`config.mk`:
```
export PLATFORM = sky130hd
export DESIGN_NAME = noc_xfer_engine
export DESIGN_NICKNAME = d
export VERILOG_FILES = /design/src/rtl/noc_xfer_engine.sv
export SDC_FILE = /design/constraint.sdc
export NUM_CORES = 1
export LEC_CHECK = 0
export CORE_UTILIZATION = 42
export CTS_CLUSTER_SIZE = 24
export DETAILED_ROUTE_END_ITERATION = 8
export PLACE_DENSITY = 0.86
export REMOVE_ABC_BUFFERS = 1
export SYNTH_ARGS = -nofsm -noshare
export SYNTH_HDL_FRONTEND = slang
export SYNTH_SLANG_ARGS = --single-unit
```
`constraint.sdc`:
```
create_clock -name i_clk -period 2.9 [get_ports i_clk]
set_clock_uncertainty 0.2 [all_clocks]
set_input_delay 0.29 -clock i_clk [delete_from_list [all_inputs] [get_ports i_clk]]
set_output_delay 0.29 -clock i_clk [all_outputs]
set_load 0.05 [all_outputs]
```
`src/rtl/noc_xfer_engine.sv`:
```
// noc_xfer_engine: moves a burst of words from one port FIFO to another, one word per RD/CAP/WR pass.
// Optional stall watchdog is compiled in when NOC_XFER_TIMEOUT_EN is defined.
module noc_xfer_engine #(
  parameter int NPORTS  = 4,
  parameter int DW      = 8,
  parameter int IDXW    = 2,
  parameter int LENW    = 4,
  parameter int TIMEOUT = 255
) (
  input  logic                 i_clk,
  input  logic                 i_rst,
  input  logic                 i_req_valid,
  output logic                 o_req_ready,
  input  logic [IDXW-1:0]      i_req_src,
  input  logic [IDXW-1:0]      i_req_dest,
  input  logic [LENW-1:0]      i_req_len,
  output logic                 o_done,
  output logic                 o_err,
  output logic                 o_busy,
  input  logic [NPORTS-1:0]    i_fifo_empty,
  input  logic [NPORTS-1:0]    i_fifo_full,
  output logic [NPORTS-1:0]    o_fifo_rd_en,
  output logic [NPORTS-1:0]    o_fifo_wr_en,
  input  logic [NPORTS*DW-1:0] i_fifo_rd_data,
  output logic [DW-1:0]        o_fifo_wr_data
);

  localparam logic [2:0] S_IDLE   = 3'd0;
  localparam logic [2:0] S_ACCEPT = 3'd1;
  localparam logic [2:0] S_RD     = 3'd2;
  localparam logic [2:0] S_CAP    = 3'd3;
  localparam logic [2:0] S_WR     = 3'd4;
  localparam logic [2:0] S_DONE   = 3'd5;

  // One extra bit so an index equal to NPORTS is representable in the legality check.
  localparam logic [IDXW:0] LP_NPORTS = (IDXW+1)'(NPORTS);

  logic [2:0]        r_state;
  logic [IDXW-1:0]   r_src;
  logic [IDXW-1:0]   r_dest;
  logic [LENW-1:0]   r_rem;
  logic [DW-1:0]     r_hold;
  logic              r_done;
  logic              r_err;
  logic              r_busy;
  logic              r_ready;

  logic [NPORTS-1:0] w_src_sel;
  logic [NPORTS-1:0] w_dst_sel;
  logic              w_illegal;
  logic              w_rd_fire;
  logic              w_wr_fire;
  logic              w_timeout;

  // Port selects, request legality and the enable-fire conditions for the current state.
  always_comb begin
    w_src_sel = NPORTS'(1) << r_src;
    w_dst_sel = NPORTS'(1) << r_dest;
    w_illegal = ({1'b0, r_src} >= LP_NPORTS) || ({1'b0, r_dest} >= LP_NPORTS) ||
                (r_src == r_dest);
    w_rd_fire = (r_state == S_RD) && ((w_src_sel & ~i_fifo_empty) != {NPORTS{1'b0}});
    w_wr_fire = (r_state == S_WR) && ((w_dst_sel & ~i_fifo_full) != {NPORTS{1'b0}});
  end

`ifdef NOC_XFER_TIMEOUT_EN
  localparam int SW = (TIMEOUT > 1) ? $clog2(TIMEOUT + 1) : 1;

  logic [SW-1:0] r_stall;
  logic          w_waiting;

  // A wait cycle with the counter at TIMEOUT-1 is the TIMEOUT-th stalled cycle.
  always_comb begin
    w_waiting = ((r_state == S_RD) && !w_rd_fire) || ((r_state == S_WR) && !w_wr_fire);
    w_timeout = w_waiting && (r_stall == SW'(TIMEOUT - 1));
  end

  // Stall counter: counts consecutive wait cycles, cleared by any fire or other state.
  always_ff @(posedge i_clk) begin
    if (i_rst) begin
      r_stall <= {SW{1'b0}};
    end else if (w_waiting) begin
      r_stall <= r_stall + SW'(1);
    end else begin
      r_stall <= {SW{1'b0}};
    end
  end
`else
  assign w_timeout = 1'b0;
`endif

  // Enables are decoded from registered state so the flag seen in RD/WR gates them the same cycle.
  always_comb begin
    o_fifo_rd_en = w_rd_fire ? w_src_sel : {NPORTS{1'b0}};
    o_fifo_wr_en = w_wr_fire ? w_dst_sel : {NPORTS{1'b0}};
  end

  assign o_req_ready    = r_ready;
  assign o_busy         = r_busy;
  assign o_done         = r_done;
  assign o_err          = r_err;
  assign o_fifo_wr_data = r_hold;

  // Transfer FSM with its status registers; done/err are single-cycle pulses.
  always_ff @(posedge i_clk) begin
    if (i_rst) begin
      r_state <= S_IDLE;
      r_src   <= {IDXW{1'b0}};
      r_dest  <= {IDXW{1'b0}};
      r_rem   <= {LENW{1'b0}};
      r_hold  <= {DW{1'b0}};
      r_done  <= 1'b0;
      r_err   <= 1'b0;
      r_busy  <= 1'b0;
      r_ready <= 1'b1;
    end else begin
      r_done <= 1'b0;
      r_err  <= 1'b0;
      case (r_state)
        S_IDLE: begin
          if (i_req_valid) begin
            r_src   <= i_req_src;
            r_dest  <= i_req_dest;
            r_rem   <= i_req_len;
            r_ready <= 1'b0;
            r_busy  <= 1'b1;
            r_state <= S_ACCEPT;
          end else begin
            r_state <= S_IDLE;
          end
        end
        S_ACCEPT: begin
          if (w_illegal) begin
            r_done  <= 1'b1;
            r_err   <= 1'b1;
            r_state <= S_DONE;
          end else if (r_rem == {LENW{1'b0}}) begin
            r_done  <= 1'b1;
            r_state <= S_DONE;
          end else begin
            r_state <= S_RD;
          end
        end
        S_RD: begin
          if (w_timeout) begin
            r_done  <= 1'b1;
            r_err   <= 1'b1;
            r_state <= S_DONE;
          end else if (w_rd_fire) begin
            r_state <= S_CAP;
          end else begin
            r_state <= S_RD;
          end
        end
        S_CAP: begin
          r_hold  <= i_fifo_rd_data[int'(r_src)*DW +: DW];
          r_state <= S_WR;
        end
        S_WR: begin
          if (w_timeout) begin
            r_done  <= 1'b1;
            r_err   <= 1'b1;
            r_state <= S_DONE;
          end else if (w_wr_fire) begin
            r_rem <= r_rem - LENW'(1);
            if (r_rem == LENW'(1)) begin
              r_done  <= 1'b1;
              r_state <= S_DONE;
            end else begin
              r_state <= S_RD;
            end
          end else begin
            r_state <= S_WR;
          end
        end
        S_DONE: begin
          r_busy  <= 1'b0;
          r_ready <= 1'b1;
          r_state <= S_IDLE;
        end
        default: begin
          r_busy  <= 1'b0;
          r_ready <= 1'b1;
          r_state <= S_IDLE;
        end
      endcase
    end
  end

endmodule
```
-- After elaboration in Yosys (flattened, before gate mapping)
Index checks and enable logic that the tools add are counted.
- shifts and indexed selects: 3
- add/subtract/negate cells: 1
- eq/ne operators: 8
- reductions and logical operators: 12
- muxes and demuxes: 22
- bitwise gates (word level): 6
- operators with widths (cell ; number):
    indexed part select 32 x 6 -> 8 bit ; 1
    two-way mux 4 bit ; 4
    case mux 3 bit (5 select lines) ; 1
    two-way mux 3 bit ; 4
    two-way mux 1 bit ; 9
    bitwise AND 4 bit ; 2
    NOT 4 bit ; 2
    case mux 4 bit (2 select lines) ; 1
    nonzero test 4 bit ; 2
    << shifter 1 x 2 -> 4 bit, first input constant ; 2
    == test 3 x 2 -> 1 bit, second input constant ; 2
    case mux 1 bit (2 select lines) ; 3
    == test 4 x 1 -> 1 bit, second input constant ; 1
    logical NOT 4 bit ; 1
    inequality test 2 bit, second input constant ; 2
    AND reduction 2 bit ; 2
    OR reduction 4 bit ; 1
    subtractor 4 x 1 -> 4 bit, second input constant ; 1
    == test 3 x 1 -> 1 bit, second input constant ; 1
    == test 3 bit, second input constant ; 1
    logical NOT 3 bit ; 1
    AND reduction 3 bit ; 1
    == test 2 bit ; 1
    logical AND 1 bit ; 2
    3 further kinds ; 4
- register bits: 23

-- Logic depth before layout (Yosys ltp)
Gate-level depths: netlist (run 1).
- word-level depth: 6
- depth in mapped cells: 6

-- Least setup slack after synthesis (run 1)
No wires, ideal clock.
- path type: register -> output
- start: reg r_dest[0]
- end: out o_fifo_wr_en[1]
- cell stages (with the launch flop): 4
- required time: 2.410 ns
- data arrival time: 2.661 ns
- path slack: -0.251 ns
- cells stage by stage: dfxtp_1 buf_2 mux4_2 nor4b_1
- word-level cells in the longest chain between the ends: 5
- ends and longest elaborated chain (what ; line ; RTL):
    start, declared ; 40 ; logic [IDXW-1:0] r_dest;
    start signal, assigned ; 108 ; r_dest <= {IDXW{1'b0}};
    start signal, assigned ; 122 ; r_dest <= i_req_dest;
    << shifter 1 x 2 -> 4 bit (*) ; 58 ; w_dst_sel = NPORTS'(1) << r_dest;
    bitwise AND 4 bit ; 62 ; w_wr_fire = (r_state == S_WR) && ((w_dst_sel & ~i_fifo_full) != {NPORTS{1'b0}});
    nonzero test 4 bit ; 62 ;
    logical AND 1 bit ; 62 ;
    two-way mux 4 bit (*) ; 94 ; o_fifo_wr_en = w_wr_fire ? w_dst_sel : {NPORTS{1'b0}};
    end, declared ; 23 ; output logic [NPORTS-1:0] o_fifo_wr_en,
Mark *: on every way between the ends. The rest lies on a longest branch, timed or not.

-- Worst setup path after layout (run 1)
- start: reg r_dest[0]
- end: out o_fifo_wr_en[2]
The elaborated chain is that of the path after synthesis.

==> results of run 1 <==
-- cells in the final DEF, fill, tap and decap left out, drive strengths merged, types with 3 or more instances in the layout --
cell type / instances
nor2: 11
clkdlybuf4s50: 65
nand2: 30
nor4: 3
clkbuf: 4
ha: 3
or4b: 3
dfxtp: 23
mux4: 10
a21oi: 16
nor4b: 5
buf: 8
-- worst max-delay path: stages, from the launching register on --
cell and delay, ns:
dfxtp_1 0.48, mux4_2 0.62, nor2_2 0.30, nand2_1 0.09, nor2_1 0.19, buf_12 0.17
-- synth_stat cells (all sizes together) (3+ instances only) --
| master | count |
|---|---|
| nor4 | 3 |
| buf | 6 |
| nor2 | 11 |
| ha | 3 |
| mux4 | 10 |
| dfxtp | 23 |
| or4b | 3 |
| nand2 | 30 |
| clkbuf | 7 |
| a21oi | 16 |
| nor4b | 5 |
-- flip-flops by register name, indices dropped and copies added, names as in the netlist --
register        count
o_busy              1
o_done              1
o_err               1
o_fifo_wr_data      8
o_req_ready         1
r_dest              2
r_rem               4
r_src               2
r_state             3
-- layer usage --
layer	wire length, um	track usage [%]	vias up	part of all wire [%]
li1	-	-	657	-
met3	208	5.13	12	5.3
met1	1600	31.0	649	41
met5	0	0	-	0
met4	104	10.2	0	2.7
met2	2010	41.4	61	51
-- how the worst min path moves through the flow --
| stage | end | slack (ns) | cells after the start |
|---|---|---|---|
| floorplan | o_fifo_wr_data[0]$_SDFFE_PP0P_ | 0.16 | 1 |
| detailed placement | o_req_ready$_SDFFE_PP1P_ | 0.24 | 1 |
| global placement | o_req_ready$_SDFFE_PP1P_ | 0.24 | 1 |
| global route | o_req_ready$_SDFFE_PP1P_ | 0.29 | 1 |
| CTS | o_fifo_wr_data[4]$_SDFFE_PP0P_ | 0.27 | 2 |
| finish | o_fifo_wr_data[4]$_SDFFE_PP0P_ | 0.27 | 2 |
-- through the flow --
stage / setup WS, ns / std cells / total power (W)
3_5_place_dp: 0.443 / 236 / 0.00122
3_3_place_gp: 0.483 / 236 / 0.00119
4_1_cts: 0.256 / 240 / 0.00137
6_report: 0.258 / 240 / 0.00136
2_1_floorplan: -0.246 / 132 / 0.000957
5_1_grt: 0.0775 / 240 / 0.00146
-- area by class of cell --
type                            count  area (sq um)  area share (%)
Clock buffer                        4          26.3            1.27
Timing Repair Buffer               73           748            36.1
Inverter                            2          7.51           0.362
Tap cell                           31          38.8            1.87
Multi-Input combinational cell    107           792            38.2
Sequential cell                    23           460            22.2
-- logic make-up (layout without fill, tap and decap cells) --
kind of cell	after synthesis	after routing	share of synthesized area [%]
compound gates	29	29	13.9
xor+xnor	2	2	1.33
fa+ha+maj	3	3	2.85
buf+inv	15	79	4.94
flops	23	23	34.9
mux	10	10	17.1
simple gates	63	63	25.0
-- power by group --
part           total, W  switching (W)  internal (W)
registers      0.000491      0.0000953      0.000396
clock network  0.000145      0.0000913     0.0000537
logic          0.000728       0.000398      0.000330
==> qor.yml, run 1 <==
timing:
  hold_viol: 0
  timing.final.crit_period_ns: 2.64
  fin_crit_sh_pct: 91.1
  rsz0062_at_grt: "false"
  maxSlewViolCount: 0
  fin_tns_setup_ns: 0
  fmax_mhz: 378
  relSlewSlack_pct: 55.3
  whs_ns: 0.268
  worstMarginPinSlew_ns: 0.669
  setup_viol: 0
synth:
  synth-main-ff-cell: "dfxtp_1"
  yosysSeqAreaShare_pct: 34.9
  synthArstFlopShare_pct: 0
  yosys_warnings: 0
  ys_ff_latch: 23
  syn-cell-area_sq_mm: 0.00132
  synth-edff-count: 0
  yosysTopAreaCell: "dfxtp_1"
  syn_inst: 145
  ys_types: 37
  avgSynthCellArea_sq_um: 9.09
  ys_top_cells_by_area: "dfxtp_1 (35%), mux4_2 (17%), nand2_1 (8.5%)"
  synth_top_area_share_pct: 34.9
critical_path:
  r2r-start: "r_dest[0]$_SDFFE_PP0P_"
  startpoint: "r_dest[0]$_SDFFE_PP0P_"
  path_max_fanout: 8
  reg2regPathDepth: 4
  crit_arrival_ns: 2.15
  timing.rr.end: "r_rem[0]$_SDFFE_PP0P_"
  start_kind: "register"
  required_ns: 2.41
  rrSetupSlack_ns: 0.80
  worst_setup_path_end_kind: "output pin"
  criticalPathCategory: "register to output pin"
  timing.critical_path.to: "o_fifo_wr_en[2]"
grt:
  antenna_found_initial: 0
  grt_pass1_vias: 1337
  grt_max_degree: 20
  grt_usage_pct: 24.7
  grt_pass1_wl_um: 6300
  grt_overflow: 0
clock_tree:
  root_buffer: "clkbuf_4"
  cts-htree-levels: 1
  ctsLongestPathBuffers: 2
  tritoncts: "built"
  path_clk_slew_ns: 0.12
  cts_resized: 0
  post_cts_buffers: 0
  cts_sinks: 23
  cts_hold_buffers: 0
  cts_buffers: 3
  clock_latency_ns: 0.31
final_layout:
  syn_to_final_growth_pct: 57.4
  drive_above_1_share_pct: 12.4
  post-route-util_pct: 72.7
  nNetsFinal: 264
  nFillCells: 222
  final_cell_area_sq_mm: 0.00207
  antenna_cells: 0
place:
  io_buffers: 70
  place_area_sq_mm: 0.00205
  place_congestion: 0.887
  dp_hpwl_um: 3150
detailed_routing:
  postRouteAntennaNets: 0
  vias: 1379
  vias_per_cell: 5.75
  wirelength_um: 3920
  wl_per_cell_um: 16.3
  first_pass_iters: 6
  drt-initial-drc-count: 71
  drcViolationCount: 1
floorplan:
  coreArea_sq_mm: 0.00285
  die_h_um: 58.0
  dieArea_sq_mm: 0.00337
  ios: 71
  initial_core_util_pct: 46.2
  die_w_um: 58.0
  row_count: 19
job:
  drv_cap: 0
status:
  status: "finished, violations left"
  violations: "DRC"
pwr:
  leakage_nw: 0.728
  vdd_drop_max_mv: 0.548
  power_density_mw_per_mm2: 658
worst_hold_path:
  worstHoldStart: "o_fifo_wr_data[4]$_SDFFE_PP0P_"
  hold_class: "register to register"
Power figures use the tool's default switching activity.
==> run 2: changes to the inputs <==
--- a/config.mk
+++ b/config.mk
@@ -8,7 +8,7 @@
 export CORE_UTILIZATION = 42
 export CTS_CLUSTER_SIZE = 24
 export DETAILED_ROUTE_END_ITERATION = 8
-export PLACE_DENSITY = 0.86
+export PLACE_DENSITY_LB_ADDON = 0.05
 export REMOVE_ABC_BUFFERS = 1
 export SYNTH_ARGS = -nofsm -noshare
 export SYNTH_HDL_FRONTEND = slang
==> run 2 against run 1 <==
The run still ends with DRC left. Power down 0.30%. Clock-buffer cell count did not move. Register-to-register slack improved by 0.06 ns. Critical path type unchanged. Largest power group unchanged.
==> qor.yml, run 2 (same netlist as run 1, synthesis figures left out) <==
critical_path:
  startpoint: "r_state[1]$_SDFF_PP0_"
  cpLargestDelayFamily: "buffers and inverters"
  start_kind: "register"
  timing.critical_path.to: "o_fifo_rd_en[1]"
  cp_slowest_cell: "clkdlybuf4s50_1"
  path_max_fanout: 9
  crit_arrival_ns: 2.17
  critPathBufInv: 1
  cp_slowest_stage_delay_ns: 0.87
  crit_chain: "nand2_1, nor4b_1, clkdlybuf4s50_1"
  timing.rr.end: "r_rem[2]$_SDFFE_PP0P_"
  required_ns: 2.41
  reg2regPathDepth: 4
  cp_num_cells: 3
  r2r-start: "r_dest[0]$_SDFFE_PP0P_"
  criticalPathCategory: "register to output pin"
  worst_setup_path_end_kind: "output pin"
  rrSetupSlack_ns: 0.86
status:
  status: "finished, violations left"
  violations: "DRC"
clock_tree:
  post_cts_buffers: 0
  root_buffer: "clkbuf_4"
  cts_sinks: 23
  cts_resized: 0
  cts_hold_buffers: 0
  cts-htree-levels: 1
  ctsLongestPathBuffers: 2
  cts_buffers: 3
  tritoncts: "built"
  path_clk_slew_ns: 0.12
  clock_latency_ns: 0.31
final_layout:
  nNetsFinal: 264
  final_cell_area_sq_mm: 0.00208
  drive_above_1_share_pct: 12.0
  syn_to_final_growth_pct: 57.5
  post-route-util_pct: 72.8
  antenna_cells: 0
  mostFrequentLayoutCell: "clkdlybuf4s50_1"
  final_cell_mix: "clkdlybuf4s50_1 (66), nand2_1 (30), dfxtp_1 (23)"
  largest_reg_flops: 8
timing:
  fmax_mhz: 376
  hold_viol: 0
  relSlewSlack_pct: 47.6
  rsz0062_at_grt: "false"
  maxSlewViolCount: 0
  timing.final.crit_period_ns: 2.66
  worstMarginPinSlew_ns: 0.784
  setup_slack_ns: 0.240
  fin_crit_sh_pct: 91.7
  setup_viol: 0
floorplan:
  initial_core_util_pct: 46.2
  die_w_um: 58.0
  ios: 71
  row_count: 19
  die_h_um: 58.0
  coreArea_sq_mm: 0.00285
  dieArea_sq_mm: 0.00337
place:
  dp_hpwl_um: 2900
  place_congestion: 0.802
  place_ws_ns: 0.426
  place_area_sq_mm: 0.00205
  io_buffers: 70
detailed_routing:
  vias: 1360
  wirelength_um: 3670
  first_pass_iters: 6
  drt-initial-drc-count: 35
  postRouteAntennaNets: 0
  drcViolationCount: 3
  wl_per_cell_um: 15.3
  vias_per_cell: 5.67
pwr:
  vdd_drop_max_mv: 0.423
  total_power_w: 0.00136
  leakage_nw: 0.726
  power_density_mw_per_mm2: 655
worst_hold_path:
  hold_class: "register to register"
  worstHoldStart: "o_fifo_wr_data[1]$_SDFFE_PP0P_"
grt:
  grt_pass1_wl_um: 6020
  grt_usage_pct: 23.0
  grt_max_degree: 20
  grt_overflow: 0
  antenna_found_initial: 0
  grt_pass1_vias: 1395
job:
  drv_cap: 0
run 2: cell types whose count changed in the layout (fill, tap and decap cells not counted):
cell	delta
buf_4	-1
clkdlybuf4s50_1	+1
run 2: area by class of cell:
class	count	area, sq um
fill	208	777
multi-input combinational	107	792
timing repair buffer	73	751
sequential	23	460
tap	31	38.8
clock buffer	4	26.3
inverter	2	7.51
run 2: worst min path at each step:
stage,endpoint,cells after the start,slack (ns)
detailed placement,o_fifo_wr_data[1]$_SDFFE_PP0P_,2,0.25
CTS,o_fifo_wr_data[1]$_SDFFE_PP0P_,2,0.26
finish,o_fifo_wr_data[1]$_SDFFE_PP0P_,2,0.26
global placement,o_req_ready$_SDFFE_PP1P_,1,0.23
floorplan,o_fifo_wr_data[0]$_SDFFE_PP0P_,1,0.16
global route,o_fifo_wr_data[5]$_SDFFE_PP0P_,2,0.28
run 2: power breakdown:
| part | total [W] | internal [W] | switching, W | leakage [nW] |
|---|---|---|---|---|
| logic | 0.000715 | 0.000331 | 0.000384 | 0.523 |
| registers | 0.000499 | 0.000396 | 0.000103 | 0.188 |
| clock network | 0.000146 | 0.0000536 | 0.0000926 | 0.0150 |
| total | 0.00136 | 0.000781 | 0.000579 | 0.726 |
run 2: worst reg2reg max path, cell delays in order (launching register included):
cell       delay (ns)
dfxtp_1          0.49
mux4_2           0.62
nor2_2           0.29
a2bb2oi_1        0.22
a31oi_1          0.09
run 2: metrics by stage:
stage	std cells	setup TNS [ns]	hold WS [ns]
after floorplan	132	-0.309	0.159
after global placement	236	0	0.235
after detailed placement	236	0	0.246
after CTS	240	0	0.264
after global routing	240	0	0.284
final	240	0	0.264
run 2: routing by layer:
metal	vias up	routed length [um]	global-route usage, %
li1	658	-	-
met1	641	1470	26.6
met2	57	1930	42.9
met3	4	243	5.13
met4	0	30	5.44
met5	-	0	0
